## config.mk

```make
export PLATFORM = sky130hd
export DESIGN_NAME = int_seq
export DESIGN_NICKNAME = d
export VERILOG_FILES = /design/src/rtl/int_seq.sv
export SDC_FILE = /design/constraint.sdc
export NUM_CORES = 1
export LEC_CHECK = 0
export ABC_AREA = 1
export CAP_MARGIN = 20
export CORE_UTILIZATION = 30
export DETAILED_ROUTE_END_ITERATION = 8
export PLACE_DENSITY_LB_ADDON = 0.15
export SYNTH_ARGS = -nofsm -noshare
export SYNTH_HDL_FRONTEND = slang
export SYNTH_SLANG_ARGS = --single-unit
```

## constraint.sdc

```tcl
create_clock -name clk -period 1.4 [get_ports clk]
set_clock_uncertainty 0.05 [all_clocks]
set_input_delay 0.28 -clock clk [delete_from_list [all_inputs] [get_ports clk]]
set_output_delay 0.28 -clock clk [all_outputs]
set_load 0.05 [all_outputs]
```

## src/rtl/int_seq.sv

```systemverilog
// rtl/int_seq.sv - interrupt sequencer: pin sync, NMI edge latch, RST/NMI/IRQ arbitration at sync.
// Optional WAI wait state enabled by defining INT_SEQ_WAI_EN.
module int_seq #(
    parameter int SYNC_STAGES = 2
) (
    input  logic       clk,
    input  logic       reset,
    input  logic       irq,
    input  logic       nmi,
    input  logic       sync,
    input  logic       I,
    input  logic       vec_ack,
    output logic       take_int,
    output logic [7:0] vec_lo,
    output logic       B,
    output logic       int_busy
`ifdef INT_SEQ_WAI_EN
    ,
    input  logic       wai,
    output logic       rdy
`endif
);

    typedef enum logic {
        IDLE,
        SERVICE
    } state_t;

    typedef enum logic [1:0] {
        SRC_RST,
        SRC_NMI,
        SRC_IRQ
    } src_t;

    logic   irq_s;
    logic   nmi_s;
    logic   nmi_prev;
    logic   nmi_pend;
    logic   rst_pend;
    state_t state;
    src_t   src;
    src_t   win_src;
    logic   any_src;
    logic   sync_ok;
    logic   nmi_edge;
    logic   ack_rst;
    logic   ack_nmi;

    generate
        if (SYNC_STAGES == 0) begin : g_direct
            assign irq_s = irq;
            assign nmi_s = nmi;
        end else begin : g_sync
            logic [SYNC_STAGES-1:0] irq_q;
            logic [SYNC_STAGES-1:0] nmi_q;

            always_ff @(posedge clk) begin
                if (reset) begin
                    irq_q <= '0;
                    nmi_q <= '0;
                end else begin
                    irq_q[0] <= irq;
                    nmi_q[0] <= nmi;
                    for (int k = 1; k < SYNC_STAGES; k++) begin
                        irq_q[k] <= irq_q[k-1];
                        nmi_q[k] <= nmi_q[k-1];
                    end
                end
            end

            assign irq_s = irq_q[SYNC_STAGES-1];
            assign nmi_s = nmi_q[SYNC_STAGES-1];
        end
    endgenerate

`ifdef INT_SEQ_WAI_EN
    // Any pending source wakes the core, even an IRQ masked by I.
    always_ff @(posedge clk) begin
        if (reset) begin
            rdy <= 1'b1;
        end else if (irq_s || nmi_pend || rst_pend) begin
            rdy <= 1'b1;
        end else if (wai) begin
            rdy <= 1'b0;
        end
    end
    assign sync_ok = sync & rdy;
`else
    assign sync_ok = sync;
`endif

    assign nmi_edge = nmi_s & ~nmi_prev;
    assign ack_rst  = (state == SERVICE) && vec_ack && (src == SRC_RST);
    assign ack_nmi  = (state == SERVICE) && vec_ack && (src == SRC_NMI);
    assign any_src  = rst_pend | nmi_pend | (irq_s & ~I);

    always_comb begin
        win_src = SRC_IRQ;
        if (rst_pend) begin
            win_src = SRC_RST;
        end else if (nmi_pend) begin
            win_src = SRC_NMI;
        end
    end

    assign take_int = sync_ok && (state == IDLE) && !reset && any_src;

    always_ff @(posedge clk) begin
        if (reset) begin
            nmi_prev <= 1'b0;
            nmi_pend <= 1'b0;
            rst_pend <= 1'b1;
            state    <= IDLE;
            src      <= SRC_RST;
        end else begin
            nmi_prev <= nmi_s;
            // A fresh edge beats a simultaneous acknowledge so that NMI is not lost.
            if (nmi_edge) begin
                nmi_pend <= 1'b1;
            end else if (ack_nmi) begin
                nmi_pend <= 1'b0;
            end
            if (ack_rst) begin
                rst_pend <= 1'b0;
            end
            case (state)
                IDLE: begin
                    if (take_int) begin
                        state <= SERVICE;
                        src   <= win_src;
                    end
                end
                SERVICE: begin
                    if (vec_ack) begin
                        state <= IDLE;
                    end else if (src == SRC_IRQ && nmi_pend) begin
                        src <= SRC_NMI;
                    end
                end
                default: state <= IDLE;
            endcase
        end
    end

    always_comb begin
        int_busy = 1'b0;
        B        = 1'b1;
        vec_lo   = rst_pend ? 8'hFC : 8'hFE;
        if (state == SERVICE) begin
            int_busy = 1'b1;
            case (src)
                SRC_RST: begin
                    B      = 1'b1;
                    vec_lo = 8'hFC;
                end
                SRC_NMI: begin
                    B      = 1'b0;
                    vec_lo = 8'hFA;
                end
                default: begin
                    B      = 1'b0;
                    vec_lo = 8'hFE;
                end
            endcase
        end
    end

endmodule

```

=== Word level (Yosys, flattened, before mapping) ===
Index checks and enable logic that the tools add are counted.

* Bits in read-only memories: 0
* Logic and storage cells: 47
* Memories kept: 0
* Memory bits (writable): 0
* Bits in latches: 0
* Register bits after elaboration: 10
* Input port bits: 7
* Output and inout port bits: 11

* Bitwise operators: 7
* Order comparisons: 0
* Equality and inequality tests: 5
* Reductions and logical operators: 11
* Div/mod/pow operators: 0
* Multiplexer cells: 17
* $mul: 0
* $add $sub $neg: 0
* Shift-type cells: 0

{| class="wikitable"
|+ Operator list
! cell !! count
|-
| $mux W2 || 6
|-
| $logic_and A1 B1 Y1 || 7
|-
| $mux W1 || 7
|-
| $pmux W3 S2 || 1
|-
| $ne A2 B2 Y1 const B || 2
|-
| $pmux W2 S2 || 1
|-
| $mux W3 || 1
|-
| $not A1 Y1 || 3
|-
| $reduce_and A3 Y1 || 1
|-
| $and A1 B1 Y1 || 2
|-
| $eq A2 B1 Y1 const B || 1
|-
| $eq A2 B2 Y1 const B || 1
|-
| $logic_not A2 Y1 || 1
|-
| $ne A2 B1 Y1 const B || 1
|-
| $or A1 B1 Y1 || 2
|-
| $pmux W1 S2 || 1
|-
| $reduce_bool A2 Y1 || 1
|-
| $logic_not A1 Y1 || 1
|}

=== Longest topological paths before layout ===
Gate-level depths: netlist of run 1.

* Word-level depth: 6
* Mapped depth: 8
* Gate-level depth less buffers: 8

=== Worst setup path after synthesis of run 1 ===
No wires, ideal clock.

* Path kind: register -> output
* Start: register state
* End: output vec_lo[1]
* Data arrival time: 1.874 ns
* Required time: 1.070 ns
* Buffers on the path: 0
* Cell stages (with the launch flop): 3
* Setup slack: -0.804 ns
* Cell sequence: dfxtp_1 nand2_1 o21ai_0

* Cells in the longest elaborated chain, start to end: 1

{| class="wikitable"
|+ Ends and longest elaborated chain
! element !! line !! RTL
|-
| start: declaration || 40 || <nowiki>state_t state;</nowiki>
|-
| start signal: assignment || 113 || <nowiki>state <= IDLE;</nowiki>
|-
| start signal: assignment || 129 || <nowiki>state <= SERVICE;</nowiki>
|-
| start signal: assignment || 135 || <nowiki>state <= IDLE;</nowiki>
|-
| $mux W3 || 149 || <nowiki>if (state == SERVICE) begin</nowiki>
|-
| end: declaration || 14 || <nowiki>output logic [7:0] vec_lo,</nowiki>
|}

No other way between the ends.

=== Worst setup path after layout of run 1 ===
* Start: register rst_pend
* End: output take_int

* Cells in the longest elaborated chain, start to end: 3

{| class="wikitable"
|+ Ends and longest elaborated chain
! element !! line !! RTL
|-
| start: declaration || 39 || <nowiki>logic rst_pend;</nowiki>
|-
| start signal: assignment || 112 || <nowiki>rst_pend <= 1'b1;</nowiki>
|-
| start signal: assignment || 124 || <nowiki>rst_pend <= 1'b0;</nowiki>
|-
| $or A1 B1 Y1 (2 in a row) || 95 || <nowiki>assign any_src = rst_pend | nmi_pend | (irq_s & ~I);</nowiki>
|-
| $logic_and A1 B1 Y1 || 106 || <nowiki>assign take_int = sync_ok && (state == IDLE) && !reset && any_src;</nowiki>
|-
| end: declaration || 13 || <nowiki>output logic take_int,</nowiki>
|}

No other way between the ends.

==> qor.yml, run 1 <==
pwr:
  intPower_mw: 0.530
  irDropWorstVdd_mv: 0.811
  power.leakage_nw: 0.389
  power.share.sequential_pct: 41.3
  pwr-share-comb_pct: 24.4
  p_clk_share_pct: 34.4
  p_per_area_mw_per_mm2: 968
  p_sw_mw: 0.216
  swShare_pct: 29.0
clock_tree:
  cts_buffer_depth: 2
  numCtsBuffers: 3
  h-tree-depth: 1
  clkSinkCount: 10
  postCtsHoldBufs: 0
  cts_root_buf: "clkbuf_4"
  cts_tree: "done"
  clk_latency_ns: 0.26
  path_clk_slew_ns: 0.07
placement:
  pre_cts_slack_ns: -0.130
  place_congestion: 0.702
  port_buffers: 11
  dpl.hpwl_um: 606
  dp_cells: 91
global_routing:
  grt_max_degree: 9
  grt_pass1_wl_um: 1360
  grt_pass1_vias: 364
  grt.overflow.total: 0
  antenna_found_initial: 0
  grt_use_total_pct: 12.7
route:
  vias_per_cell: 4.39
  drc: 0
  first_pass_iters: 4
  vias: 452
  wire_per_inst_um: 8.74
  routed_wl_um: 900
  antenna_left: 0
  dr.first_iter.drc_count: 11
sta:
  holdWs_ns: 0.351
  max_freq_mhz: 715
  slew_viol_final: 0
  fin_tns_setup_ns: 0
  rsz0062_at_grt: "true"
  setup_viol: 0
  final.min_clock_period_ns: 1.40
  worst_slack_ns: 0.000841
  hold_violations: 0
  finalCritPeriodShare_pct: 99.9
die:
  die_y_um: 41.3
  rows: 13
  start_util_pct: 34.0
  dieArea_mm2: 0.00171
  io_pins: 18
  coreArea_mm2: 0.00137
  die_w_um: 41.3
finish:
  nets: 96
  multiInputGateArea_um2: 224
  stdcell_count: 103
  area_growth_pct: 66.0
  utilization_pct: 56.4
  drive_gt1_share_pct: 44.3
  layout_common_cells: "buf_4 (10), nor2_1 (9), inv_1 (8), nand2_1 (8), conb_1 (6)"
  regArea_um2: 211
  fill_cells: 131
  layout_commonest_cell: "buf_4"
  antenna_cells: 0
synthesis:
  ys_seq_area_share_pct: 43.1
  synth_area_um2: 464
  synthDominantCellAreaShare_pct: 43.1
  yosysWarnings: 0
  ys_seq_elements: 10
  ys_types: 15
  syn_inst: 66
  synth_area_leaders: "dfxtp_1 (43%), nand2_1 (11%), buf_4 (9.7%), inv_1 (8.9%), nor2_1 (8.9%)"
  yosys.area.top_type: "dfxtp_1"
  syn_avg_cell_area_um2: 7.03
hold_path:
  hold_path_class: "register to register"
setup_path:
  crit_fanout: 4
  path_class: "register to output port"
  cp_data_required_time_ns: 1.07
  start_kind: "register"
  end_kind: "output port"
  crit_arrival_ns: 1.07
flow_run:
  maxCapViolCount: 0
run_status:
  run_status: "finished clean"
==> worst paths after layout <==
path | start | to | slack [ns] | cells after the start
max | rst_pend | take_int | 0.0008 | 5
min reg2reg | g_sync.nmi_q[0] | g_sync.nmi_q[1] | 0.35 | 2
max reg2reg | state | src[1] | 0.06 | 11
min | g_sync.nmi_q[0] | g_sync.nmi_q[1] | 0.35 | 2
==> what timing repair did <==
item | 4_1_cts | 5_1_grt
resized for setup | 10 | 11
setup buffers | 7 | 1
pin swaps | 4 | 4
setup endpoints to repair | 3 | 4
==> through the flow <==
step                power (mW)  cell area (um^2)
floorplan                0.425               497
global placement         0.468               632
detailed placement       0.468               632
CTS                      0.751               736
global route             0.782               771
finish                   0.746               771
==> cell families (layout without fill, tap and decap cells) <==
family                 Yosys count  in the layout  share of synthesized area (%)
other                            2              6                           1.62
buffers and inverters           19             37                           22.4
AO/OA/AOI/OAI                    5              5                           6.20
flip-flops                      10             10                           43.1
AND/OR/NAND/NOR                 30             30                           26.7
==> registers in the layout (all words and copies together) (netlist names) <==
name,count
g_sync.irq_q,2
nmi_prev,1
g_sync.nmi_q,2
src,2
state,1
nmi_pend,1
rst_pend,1
==> worst max-delay path, cell delays in order, from the launching register on <==
cell and delay [ns]:
dfxtp_4 0.37, nor2_4 0.11, nand2_1 0.07, nand2_2 0.08, inv_2 0.05, buf_12 0.14
==> cell usage after synthesis <==
cell and instances:
nor2_1 11, nand2_1 13, o32ai_1 1, a21oi_1 2, buf_4 6, inv_2 1
nand3_1 2, dfxtp_1 10, inv_1 11, clkbuf_8 1, nor3_1 1, nand2_2 2
conb_1 2, nand4_1 1, o21ai_0 2
==> layer usage <==
layer / up-vias / track usage, % / wire length [um]
li1: 230 / - / -
met1: 201 / 13.1 / 390
met2: 19 / 21.9 / 439
met3: 2 / 3.19 / 58
met4: 0 / 9.68 / 11
met5: - / 0 / 0
==> cell type report <==
class                      instances  area share (%)
clock buffer                       4            4.71
inverter                          12            5.84
multi-input combinational         41            29.1
sequential                        10            27.4
tap                               15            2.44
timing repair buffer              21            30.5
==> power by group through the flow <==
stage | clock network, mW | registers [mW] | logic (mW)
final | 0.256 | 0.308 | 0.182
after global routing | 0.278 | 0.310 | 0.194
after CTS | 0.269 | 0.307 | 0.176
after detailed placement | 0 | 0.317 | 0.151
after global placement | 0 | 0.317 | 0.150
after floorplan | 0 | 0.320 | 0.105
(Power assumes the default switching activity.)
==> run 2: changes to the inputs <==
--- a/config.mk
+++ b/config.mk
@@ -9,7 +9,6 @@
 export CAP_MARGIN = 20
 export CORE_UTILIZATION = 30
 export DETAILED_ROUTE_END_ITERATION = 8
-export PLACE_DENSITY_LB_ADDON = 0.15
 export SYNTH_ARGS = -nofsm -noshare
 export SYNTH_HDL_FRONTEND = slang
 export SYNTH_SLANG_ARGS = --single-unit
==> run 2 against run 1 <==
Against the previous run:
- the flow now finishes with violations (negative setup slack)
- clock power rose by 4%
- final cell count fell by 2.9%
- via count fell by 4.0%
- critical path depth did not move
- clock-buffer cell count did not move
- fmax fell by 2.3%
- non-clock buffer count fell by 3
==> qor.yml, run 2 (synthesis results as in run 1) <==
pwr:
  pwr-share-comb_pct: 24.2
  p_per_area_mw_per_mm2: 981
  p_clk_share_pct: 35.1
  p_sw_mw: 0.230
  irDropWorstVdd_mv: 0.626
  power.share.sequential_pct: 40.7
  power.leakage_nw: 0.386
  swShare_pct: 30.2
  intPower_mw: 0.531
die:
  start_util_pct: 34.0
  dieArea_mm2: 0.00171
  die_w_um: 41.3
  rows: 13
  coreArea_mm2: 0.00137
  die_y_um: 41.3
  io_pins: 18
finish:
  layout_common_cells: "nor2_1 (9), inv_1 (8), nand2_1 (8)"
  antenna_cells: 0
  stdcell_area_um2: 776
  top_regs: "g_sync.irq_q: 2 flops, g_sync.nmi_q: 2 flops, src: 2 flops"
  layout_commonest_cell: "nor2_1"
  stdcell_count: 100
  area_growth_pct: 67.1
  nets: 93
  fill_cells: 125
  drive_gt1_share_pct: 42.4
run_status:
  failed_checks: "negative setup slack"
  run_status: "complete, but fails checks"
route:
  vias: 434
  antenna_left: 0
  routed_wl_um: 935
  dr.first_iter.drc_count: 6
  drc: 0
  vias_per_cell: 4.34
  first_pass_iters: 2
  wire_per_inst_um: 9.35
sta:
  hold_violations: 0
  rsz0062_at_grt: "true"
  max_freq_mhz: 698
  setup_viol: 1
  slew_viol_final: 0
  finalCritPeriodShare_pct: 102
  holdWs_ns: 0.324
  final.min_clock_period_ns: 1.43
  worst_slack_ns: -0.0323
clock_tree:
  postCtsHoldBufs: 0
  h-tree-depth: 1
  path_clk_slew_ns: 0.08
  cts_buffer_depth: 2
  cts_tree: "done"
  clk_latency_ns: 0.28
  numCtsBuffers: 3
  clkSinkCount: 10
  cts_root_buf: "clkbuf_4"
setup_path:
  crit_fanout: 4
  startpoint: "rst_pend"
  cp_data_required_time_ns: 1.07
  cp_cell_sequence: "nor2_4 > nand2_1 > nand2_2 > inv_2 > buf_12"
  crit_arrival_ns: 1.10
  crit_family: "flip-flops"
  path_class: "register to output port"
  max_stage_delay_ns: 0.37
  cp_slowest_cell: "dfxtp_2"
  rr_startpoint: "state"
  start_kind: "register"
  end_kind: "output port"
  crit_buf_inv: 2
hold_path:
  hp-start: "reset"
  hold_path_class: "input port to register"
placement:
  dpl.hpwl_um: 595
  place_congestion: 0.759
  port_buffers: 11
  place_area_um2: 632
  dp_cells: 91
global_routing:
  grt_max_degree: 9
  grt_pass1_wl_um: 1470
  grt.overflow.total: 0
  antenna_found_initial: 0
  grt_pass1_vias: 376
  grt_use_total_pct: 14.7
flow_run:
  maxCapViolCount: 0
-- run 2: layer usage --
metal | wire length, um | share of wire (%) | track usage [%] | vias up
met5 | 0 | 0 | 0 | -
met4 | 19 | 2.0 | 7.26 | 0
met3 | 67 | 7.2 | 9.57 | 5
met2 | 473 | 51 | 26.6 | 15
met1 | 375 | 40 | 12.0 | 192
li1 | - | - | - | 222
-- run 2: final timing paths --
kind / endpoint / slack [ns] / cells past startpoint
max: take_int / -0.03 / 5
min: state / 0.32 / 3
max reg2reg: src[1] / 0.04 / 11
min reg2reg: g_sync.irq_q[1] / 0.36 / 2
-- run 2: final cells by class --
cell class	instances	area [um^2]	share of cell area, %
Multi-Input combinational cell	41	234	30.2
Timing Repair Buffer	18	229	29.5
Sequential cell	10	210	27.1
Inverter	12	47.5	6.13
Clock buffer	4	36.3	4.68
Tap cell	15	18.8	2.42
-- run 2: power by group through the flow --
| stage | sequential [mW] | clock [mW] | combinational [mW] |
|---|---|---|---|
| 3_5_place_dp | 0.317 | 0 | 0.150 |
| 2_1_floorplan | 0.320 | 0 | 0.105 |
| 4_1_cts | 0.309 | 0.270 | 0.173 |
| 3_3_place_gp | 0.317 | 0 | 0.149 |
| 6_report | 0.310 | 0.267 | 0.184 |
| 5_1_grt | 0.311 | 0.293 | 0.198 |
-- run 2: timing repair --
| action | in CTS | in global routing |
|---|---|---|
| pin swaps | 3 | 5 |
| setup buffers | 4 | 1 |
| endpoints found under the setup margin | 2 | 6 |
| cloned | 0 | 0 |
| gates resized for setup | 9 | 14 |
-- run 2: worst register-to-register path: cells and delay by family, from the launching register on --
family / cells / cell delay (ns)
AND/OR/NAND/NOR: 7 / 0.41
buffers and inverters: 4 / 0.44
flip-flops: 1 / 0.37
-- run 2: per-stage QoR --
stage                     util [%]  TNS, ns  setup WS [ns]  total power, mW
final                         56.8  -0.0323        -0.0323            0.761
after global routing          56.8   -0.223         -0.102            0.802
after CTS                     53.2  -0.0844        -0.0787            0.752
after detailed placement      46.2   -0.293         -0.140            0.467
after global placement        46.2   -0.237         -0.120            0.467
after floorplan                  -        0         0.0642            0.425
